<file path="src/rtl/mem_arbiter.sv">
// Two-master round-robin arbiter in front of a single-port word memory.
// One transaction in flight at a time; the memory returns read data one cycle after READ.
module mem_arbiter (
    input  logic        clk,
    input  logic        reset,
    input  logic [1:0]  m0_cmd,
    input  logic [8:0]  m0_addr,
    input  logic [15:0] m0_wdata,
    output logic        m0_ready,
    output logic [15:0] m0_rdata,
    input  logic [1:0]  m1_cmd,
    input  logic [8:0]  m1_addr,
    input  logic [15:0] m1_wdata,
    output logic        m1_ready,
    output logic [15:0] m1_rdata,
    output logic [1:0]  mem_cmd,
    output logic [8:0]  mem_addr,
    output logic [15:0] mem_wdata,
    input  logic [15:0] mem_rdata,
    output logic        owner,
    output logic        busy
);
    // state  | meaning
    // IDLE   | waiting for a request, arbitration happens only here
    // ACCESS | latched command driven to memory for one cycle
    // RDWAIT | memory read data returned to the owner
    typedef enum logic [1:0] {IDLE, ACCESS, RDWAIT} state_t;

    localparam logic [1:0] CMD_NONE  = 2'b00;
    localparam logic [1:0] CMD_READ  = 2'b01;
    localparam logic [1:0] CMD_WRITE = 2'b10;

    state_t      state;
    logic        last_grant;
    logic [1:0]  lat_cmd;
    logic [8:0]  lat_addr;
    logic [15:0] lat_wdata;

    logic req0, req1, grant, done;

    assign req0 = (m0_cmd == CMD_READ) || (m0_cmd == CMD_WRITE);
    assign req1 = (m1_cmd == CMD_READ) || (m1_cmd == CMD_WRITE);

    // On a tie the master that did not win last time gets the grant.
    assign grant = (req0 && req1) ? ~last_grant : req1;

    always_ff @(posedge clk or negedge reset) begin
        if (!reset) begin
            state      <= IDLE;
            owner      <= 1'b0;
            last_grant <= 1'b1;
            lat_cmd    <= CMD_NONE;
            lat_addr   <= '0;
            lat_wdata  <= '0;
        end else begin
            case (state)
                IDLE: begin
                    if (req0 || req1) begin
                        owner      <= grant;
                        last_grant <= grant;
                        lat_cmd    <= grant ? m1_cmd   : m0_cmd;
                        lat_addr   <= grant ? m1_addr  : m0_addr;
                        lat_wdata  <= grant ? m1_wdata : m0_wdata;
                        state      <= ACCESS;
                    end
                end
                ACCESS:  state <= (lat_cmd == CMD_READ) ? RDWAIT : IDLE;
                RDWAIT:  state <= IDLE;
                default: state <= IDLE;
            endcase
        end
    end

    assign busy      = (state != IDLE);
    assign mem_cmd   = (state == ACCESS) ? lat_cmd   : CMD_NONE;
    assign mem_addr  = (state == ACCESS) ? lat_addr  : '0;
    assign mem_wdata = (state == ACCESS) ? lat_wdata : '0;

    assign done = ((state == ACCESS) && (lat_cmd == CMD_WRITE)) || (state == RDWAIT);

    assign m0_ready = done && !owner;
    assign m1_ready = done && owner;
    assign m0_rdata = (m0_ready && (state == RDWAIT)) ? mem_rdata : '0;
    assign m1_rdata = (m1_ready && (state == RDWAIT)) ? mem_rdata : '0;

endmodule
</file>
<file path="config.mk">
export PLATFORM = sky130hd
export DESIGN_NAME = mem_arbiter
export DESIGN_NICKNAME = d
export VERILOG_FILES = /design/src/rtl/mem_arbiter.sv
export SDC_FILE = /design/constraint.sdc
export NUM_CORES = 1
export LEC_CHECK = 0
export ABC_CLOCK_PERIOD_IN_PS = 1340
export CAP_MARGIN = 20
export CORE_ASPECT_RATIO = 1.5
export CORE_MARGIN = 2
export CORE_UTILIZATION = 55
export CTS_CLUSTER_DIAMETER = 100
export CTS_CLUSTER_SIZE = 14
export DETAILED_ROUTE_END_ITERATION = 7
export DONT_BUFFER_PORTS = 1
export GPL_TIMING_DRIVEN = 1
export HOLD_SLACK_MARGIN = 0.06
export PLACE_DENSITY = 0.76
export SLEW_MARGIN = 5
export SYNTH_ARGS = -nofsm -noshare
export SYNTH_HDL_FRONTEND = slang
export SYNTH_SLANG_ARGS = --single-unit
</file>
<file path="constraint.sdc">
create_clock -name clk -period 1.34 [get_ports clk]
set_input_delay 0.201 -clock clk [delete_from_list [all_inputs] [get_ports clk]]
set_output_delay 0.201 -clock clk [all_outputs]
set_load 0.02 [all_outputs]
</file>
======== Yosys cells after proc, flatten, opt, wreduce, memory -nomap -nowiden ========
Index checks and enable logic that the tools add are counted.
storage, ports and cells
  register bits after elaboration ......... 31
  logic and storage cells ................. 42
  output and inout bits ................... 63
cells by class
  muxes and demuxes ....................... 12
  reduce and logical (&&, ||, !) cells .... 14
  bitwise operators ....................... 1
  equality and inequality tests ........... 9
operators by type and width
  cell                                                                    number
  16-bit 2-to-1 mux                                                       4
  9-bit 2-to-1 mux                                                        2
  2-bit by 1-bit equality test with 1-bit output (second input constant)  4
  2-bit equality test (second input constant)                             4
  2-bit 2-to-1 mux                                                        4
  1-bit logical AND                                                       6
  1-bit logical OR                                                        4
  2-bit case mux with 2 select lines                                      1
  2-bit zero test                                                         1
  2-bit inequality test (second input constant)                           1
  2-bit AND reduction                                                     1
  2-bit nonzero test                                                      1
  1-bit zero test                                                         1
  1-bit 2-to-1 mux                                                        1
  1-bit NOT                                                               1

======== Logic depth before layout (Yosys ltp) ========
Gate-level depths: netlist (run 1).
  word-level depth ........................ 6
  depth in mapped cells ................... 6
  mapped depth without buffers ............ 4

======== Least setup slack after synthesis (run 1) ========
Ideal clock, no wire load.
  path kind ............................... register to register
  from .................................... register state[0]
  to ...................................... register lat_cmd[1]
  clock period less this slack ............ 1.472 ns
  library setup time ...................... 0.125 ns
  slack ................................... -0.132 ns
  data required time ...................... 1.215 ns
  data arrival time ....................... 1.347 ns
  cell stages (with the launch flop) ...... 5
  path through ............................ dfrtp_1 > or2_2 > a21oi_2 > buf_4 > mux2_2
between the ends
  longest elaborated chain between the ends .. 2
ends and longest elaborated chain
  what                           RTL line  source
  start, declared                33        state_t state;
  start signal, assigned         67        ACCESS: state <= (lat_cmd == CMD_READ) ? RDWAIT : IDLE;
  2-bit zero test                56        case (state)
  2-bit AND reduction (no line)  -
  end signal, assigned           61        lat_cmd <= grant ? m1_cmd : m0_cmd;
  end, declared                  35        logic [1:0] lat_cmd;
No other way between the ends.
A chain may end at the register's enable or synchronous reset.

======== Worst setup path after layout (run 1) ========
  from .................................... register state[1]
  to ...................................... register lat_wdata[15]
between the ends
  longest elaborated chain between the ends .. 2
ends and longest elaborated chain
  what                           RTL line  source
  2-bit zero test                56
  2-bit AND reduction (no line)  -
  end signal, assigned           63        lat_wdata <= grant ? m1_wdata : m0_wdata;
  end, declared                  37        logic [15:0] lat_wdata;
No other way between the ends.

==> results of run 1 <==
==> power breakdown <==
group	leakage [nW]	internal (mW)	switching [mW]
combinational	0.866	2.29	2.63
clock	0.0470	0.403	0.346
sequential	0.352	1.42	0.360
total	1.27	4.11	3.33
==> what timing repair did <==
| item | in CTS | in global routing |
|---|---|---|
| pin swaps | 6 | 21 |
| resized for setup | 73 | 66 |
| hold endpoints to repair | 43 | 0 |
| hold buffers | 19 | 0 |
| gates cloned | 1 | 5 |
| buffers inserted | 6 | 9 |
| endpoints found under the setup margin | 89 | 92 |
==> sequential cells by signal, indices dropped and copies added, names as in the netlist <==
| register | flops |
|---|---|
| lat_wdata | 16 |
| lat_addr | 9 |
| lat_cmd | 2 |
| state | 2 |
| last_grant | 1 |
| owner | 1 |
==> synthesized netlist by cell type (all sizes together), types with 3 or more instances <==
library cell and count:
nand2 52, nor2 28, a31oi 26, buf 11
and3 32, o21ai 6, clkbuf 8, nor2b 4
and2 27, dfrtp 30, inv 3
==> cells in the final DEF, fill, tap and decap left out, types with 5 or more instances in the layout <==
master / instances
dfrtp_1: 29
and3_4: 27
a31oi_1: 14
buf_12: 8
nor2_1: 27
buf_6: 11
dlygate4sd3_1: 18
buf_4: 13
a31oi_4: 12
and2_4: 27
clkbuf_8: 6
nand2_1: 51
and3_2: 5
==> logic make-up after synthesis <==
kind of cell / count (synthesis) / synth area share (%)
and+or+nand+nor: 146 / 37.8
AOI/OAI and AO/OA: 38 / 12.9
DFF: 31 / 41.1
buffers and inverters: 22 / 6.62
xor gates and xnor gates: 2 / 0.927
muxes: 1 / 0.596
==> worst min path at each step <==
stage	from	slack, ps	cells after the start	end
CTS	m0_wdata[0]	60	2	lat_wdata[0]
finish	m0_addr[1]	70	2	lat_addr[1]
detailed placement	reset	-90	0	lat_wdata[14]
global route	m0_addr[1]	70	2	lat_addr[1]
floorplan	reset	-90	0	lat_addr[0]
global placement	reset	-90	0	lat_wdata[14]
==> per-stage QoR <==
step	setup TNS, ps	hold WS (ps)
6_report	-20240	66.4
5_1_grt	-23720	69.3
2_1_floorplan	-137	-94.6
4_1_cts	-15430	60.2
3_3_place_gp	0	-94.1
3_5_place_dp	-215	-94.2
==> metal layers <==
| layer | part of all wire [%] | global-route usage, % |
|---|---|---|
| met5 | 0 | 0 |
| met2 | 57 | 47.0 |
| met4 | 2.9 | 9.65 |
| met1 | 32 | 28.3 |
| met3 | 7.5 | 6.47 |
==> worst reg2reg max path, cell delays in order (launching register included) <==
cell and delay (ps):
dfrtp_1 440, buf_6 140, or2_4 250, a21oi_4 170, buf_6 140, buf_6 110
clkbuf_16 160, a31oi_1 100
==> final cells by class <==
cell class                      instances  area (um^2)  share of cell area, %
Clock inverter                          1         5.00                  0.168
Multi-Input combinational cell        187         1420                   47.6
Clock buffer                            6         82.6                   2.77
Sequential cell                        31          778                   26.1
Inverter                                3         15.0                  0.504
Tap cell                               42         52.6                   1.76
Timing Repair Buffer                   53          627                   21.0
==> flow_metrics.tcl, run 1 <==
set metrics [dict create \
    utilization_pct 88.9 \
    die_y_um 75.8 \
    rows 26 \
    synth_cell_types 25 \
    synth.avg_cell_area_um2 7.87 \
    p_per_area_mw_per_mm2 2500 \
    critPathSlowestCell "dfrtp_1" \
    cpPeakStageDelay_ps 440 \
    port_buffers 0 \
    rsz0062_at_grt "yes" \
    grt_max_degree 32 \
    slew_headroom_pct 74.5 \
    crit_arrival_ps 1790 \
    cp.buffers_inverters 4 \
    drive_gt1_share_pct 44.8 \
    grt_pass1_vias 1661 \
    hold_path.class "in2reg" \
    async_flop_share_pct 100 \
    tightest_slew_ps 379 \
    path_clk_slew_ps 70 \
    dpl-instance-area_mm2 0.00203 \
    crit_path_frequent_cell "buf_6" \
    leakage_nw 1.27 \
    cp_max_fo 7 \
    synth_area_leaders "dfrtp_1, and3_1, nand2_1" \
    r2r-start "state[1]" \
    final_hold_viol_count 0 \
    irDropWorstVdd_mv 2.21 \
    violations "negative setup slack" \
    drc 0 \
    antenna_found_initial 0 \
    p_total_mw 7.45 \
    area_growth_pct 57.7 \
    crit_end "lat_wdata[15]" \
    routedWlPerCell_um 21.7 \
    ys_seq_area_share_pct 41.1 \
    setup.worst_path.end_class "flip-flop" \
    synth_seq_cells 31 \
    crit_family "buffers and inverters" \
    synth_edf_count 0 \
    yosys_warnings 0 \
    finalClockSkew_ps 4.67 \
    clockBufferDepth 2 \
    cap_viol_max_count 0 \
    nets 353 \
    startpoint "state[1]" \
    core-area_mm2 0.00335 \
    synth_top_area_share_pct 39.7 \
    die_area_mm2 0.00393 \
    stdcell_area_mm2 0.00298 \
    cts_tree "done" \
    postRouteAntennaNets 0 \
    max_freq_ghz 0.610 \
    fillers 161 \
    n_antenna_cell 0 \
    cp_num_cells 7 \
    fin_crit_sh_pct 122 \
    worstRegToRegCells 7 \
    routed_wl_um 7000 \
    boundaryPins 135 \
    syn-cell-area_mm2 0.00189 \
    r2r_end "lat_wdata[15]" \
    start_util_pct 56.4 \
    drt_iter0_markers 75 \
    grt_pass1_wl_um 7410 \
    yosys_most_used_dff "dfrtp_1" \
    overflow 0 \
    root_buffer "clkbuf_8" \
    path_cells "buf_6 > or2_4 > a21oi_4 > buf_6 > buf_6 > clkbuf_16 > a31oi_1" \
    outcome "complete, but fails checks" \
    die_w_um 51.9 \
    clk_latency_ps 280 \
    fin_cells 323 \
    layout_setup_ws_ps -300 \
    crit_required_ps 1490 \
    dp_hpwl_um 3270 \
    cts_made_buffers 5 \
    gp_congestion 0.714 \
    avgViaCountPerCell 6.26 \
    drt_first_pass_iters 5 \
    htreeDepth 2 \
    period_needed_ps 1640 \
    setup-violations-final 92 \
    reg2reg_setup_slack_ps -300 \
    grt_usage_pct 25.7 \
    post-place-cells 277 \
    critPathLaunchType "flip-flop" \
    maxSlewViolCount 0 \
    vias 2023 \
    cts.sinks 31 \
    pre_cts_ws_ps -40.4 \
    worstSetupPathType "reg2reg" \
    syn_inst 240 \
    synthesis.nets 312 \
    synth_top_area_cell "dfrtp_1" \
]
No activity file was read; power rests on OpenSTA's default activity.
==> run 2: changes to the inputs <==
MAX_ROUTING_LAYER = met4   (was default)
RECOVER_POWER = 50   (was default)
==> run 2 against run 1 <==
The flow still finishes with violations (negative setup slack). Total power is 0.26% lower. Clock power hardly changed. Sequential cell count stayed put. Worst setup slack better by 7.2 ps. Routed wire length is 0.80% lower. Hold slack better by 0.96 ps. Critical path depth stayed put. Critical path type unchanged. Global-route usage is 0.79 points higher. First-iteration DRC count is 6.7% higher. Largest power group unchanged. Final cell count stayed put. Clock skew hardly changed. Sequential share of layout area is 0.13 points higher.
==> flow_metrics.tcl, run 2 (same netlist as run 1, synthesis figures left out) <==
set metrics [dict create \
    avgViaCountPerCell 6.27 \
    grt_usage_pct 26.5 \
    grt_pass1_vias 1662 \
    use_met3_pct 5.49 \
    finalSetupTns_ps -19890 \
    grt_pass1_wl_um 7410 \
    crit_arrival_ps 1780 \
    r2r_end "lat_wdata[15]" \
    dp_hpwl_um 3270 \
    utilization_pct 88.5 \
    layout_common_cells "nand2_1, dfrtp_1, and3_4, and2_4, nor2_1" \
    die_area_mm2 0.00393 \
    core-area_mm2 0.00335 \
    final_hold_viol_count 0 \
    cap_viol_max_count 0 \
    gp_congestion 0.723 \
    postRouteAntennaNets 0 \
    cts_tree "done" \
    violations "negative setup slack" \
    cts.sinks 31 \
    layout_commonest_cell "nand2_1" \
    crit_required_ps 1490 \
    stdcell_area_mm2 0.00297 \
    worstSetupPathType "reg2reg" \
    largest-register "lat_wdata" \
    max_freq_ghz 0.612 \
    cts_made_buffers 5 \
    start_util_pct 56.4 \
    drive_gt1_share_pct 44.8 \
    r2r-start "state[1]" \
    rows 26 \
    hold_path.class "in2reg" \
    htreeDepth 2 \
    p_per_area_mw_per_mm2 2500 \
    fillers 163 \
    cp.buffers_inverters 4 \
    routedWlPerCell_um 21.5 \
    path_clk_slew_ps 70 \
    n_antenna_cell 0 \
    tightest_slew_ps 770 \
    critPathLaunchType "flip-flop" \
    rsz0062_at_grt "yes" \
    slew_headroom_pct 48.7 \
    reg2reg_setup_slack_ps -290 \
    crit_family "buffers and inverters" \
    grt.busiest_layer "met2" \
    port_buffers 0 \
    die_w_um 51.9 \
    reg.largest.list "lat_wdata (16), lat_addr (9)" \
    worstRegToRegCells 7 \
    setup-violations-final 92 \
    min_to "lat_addr[1]" \
    grt_max_degree 32 \
    period_needed_ps 1630 \
    root_buffer "clkbuf_8" \
    antenna_found_initial 0 \
    cpPeakStageDelay_ps 440 \
    clk_latency_ps 280 \
    hold_depth 2 \
    finalClockSkew_ps 4.78 \
    path_cells "buf_6 > or2_4 > a21oi_4 > buf_6 > buf_6 > clkbuf_16 > a31oi_1" \
    drt_first_pass_iters 4 \
    nets 353 \
    outcome "complete, but fails checks" \
    dpl-instance-area_mm2 0.00203 \
    maxSlewViolCount 0 \
    grt_use_met2_pct 47.0 \
    drt_iter0_markers 80 \
    cp_max_fo 7 \
    vias 2026 \
    crit_path_frequent_cell "buf_6" \
    leakage_nw 1.26 \
    fin_crit_sh_pct 122 \
    clockBufferDepth 2 \
    die_y_um 75.8 \
    hold_start "m0_addr[1]" \
    grtUsageMet1_pct 29.0 \
    pre_cts_ws_ps -40.4 \
    hold_ws_ps 67.3 \
    setup.worst_path.end_class "flip-flop" \
    area_growth_pct 57.0 \
    routed_wl_um 6950 \
    drc 0 \
    overflow 0 \
    critPathSlowestCell "dfrtp_1" \
    largest_reg_flops 16 \
    layout_setup_ws_ps -293 \
    boundaryPins 135 \
    irDropWorstVdd_mv 2.21 \
]
## run 2: repair_timing
item                                   4_1_cts  5_1_grt
resized for setup                           73       66
gates cloned                                 1        5
hold buffers                                19        0
pin swaps                                    6       21
setup endpoints to repair                   89       92
endpoints found under the hold margin       43        0
setup buffers                                6        9
## run 2: layout make-up
type                    count  area [um^2]  share of cell area [%]
clock buffers               6         82.6                    2.78
repair buffers             53          612                    20.6
multi-input cells         187         1420                    47.9
flip-flops and latches     31          778                    26.2
inverters                   3         15.0                   0.506
clock inverters             1         5.00                   0.169
well taps                  42         52.6                    1.77
## run 2: report_power, final
part,leakage (nW),internal (mW),switching (mW)
Combinational,0.861,2.29,2.61
Sequential,0.352,1.42,0.360
Clock,0.0470,0.403,0.344
Total,1.26,4.11,3.32
## run 2: metrics by stage
| step | power, mW | cells |
|---|---|---|
| after floorplan | 3.93 | 240 |
| after global placement | 4.46 | 277 |
| after detailed placement | 4.52 | 277 |
| after CTS | 5.82 | 310 |
| after global routing | 7.77 | 323 |
| final | 7.43 | 323 |
## run 2: worst max-delay path by stage
stage | start | to | slack (ps) | cells past startpoint
after CTS | state[0] | m1_ready | -220 | 5
final | state[1] | lat_wdata[15] | -290 | 7
after detailed placement | state[0] | lat_wdata[7] | -40 | 5
after global placement | state[0] | lat_cmd[1] | 20 | 3
after global routing | state[1] | lat_addr[2] | -340 | 7
after floorplan | state[0] | m0_ready | -50 | 4
## run 2: layer usage
metal | part of all wire [%] | wire length, um
met1 | 32 | 2250
met2 | 59 | 4080
met3 | 6.6 | 462
met4 | 2.3 | 159
met5 | 0 | 0
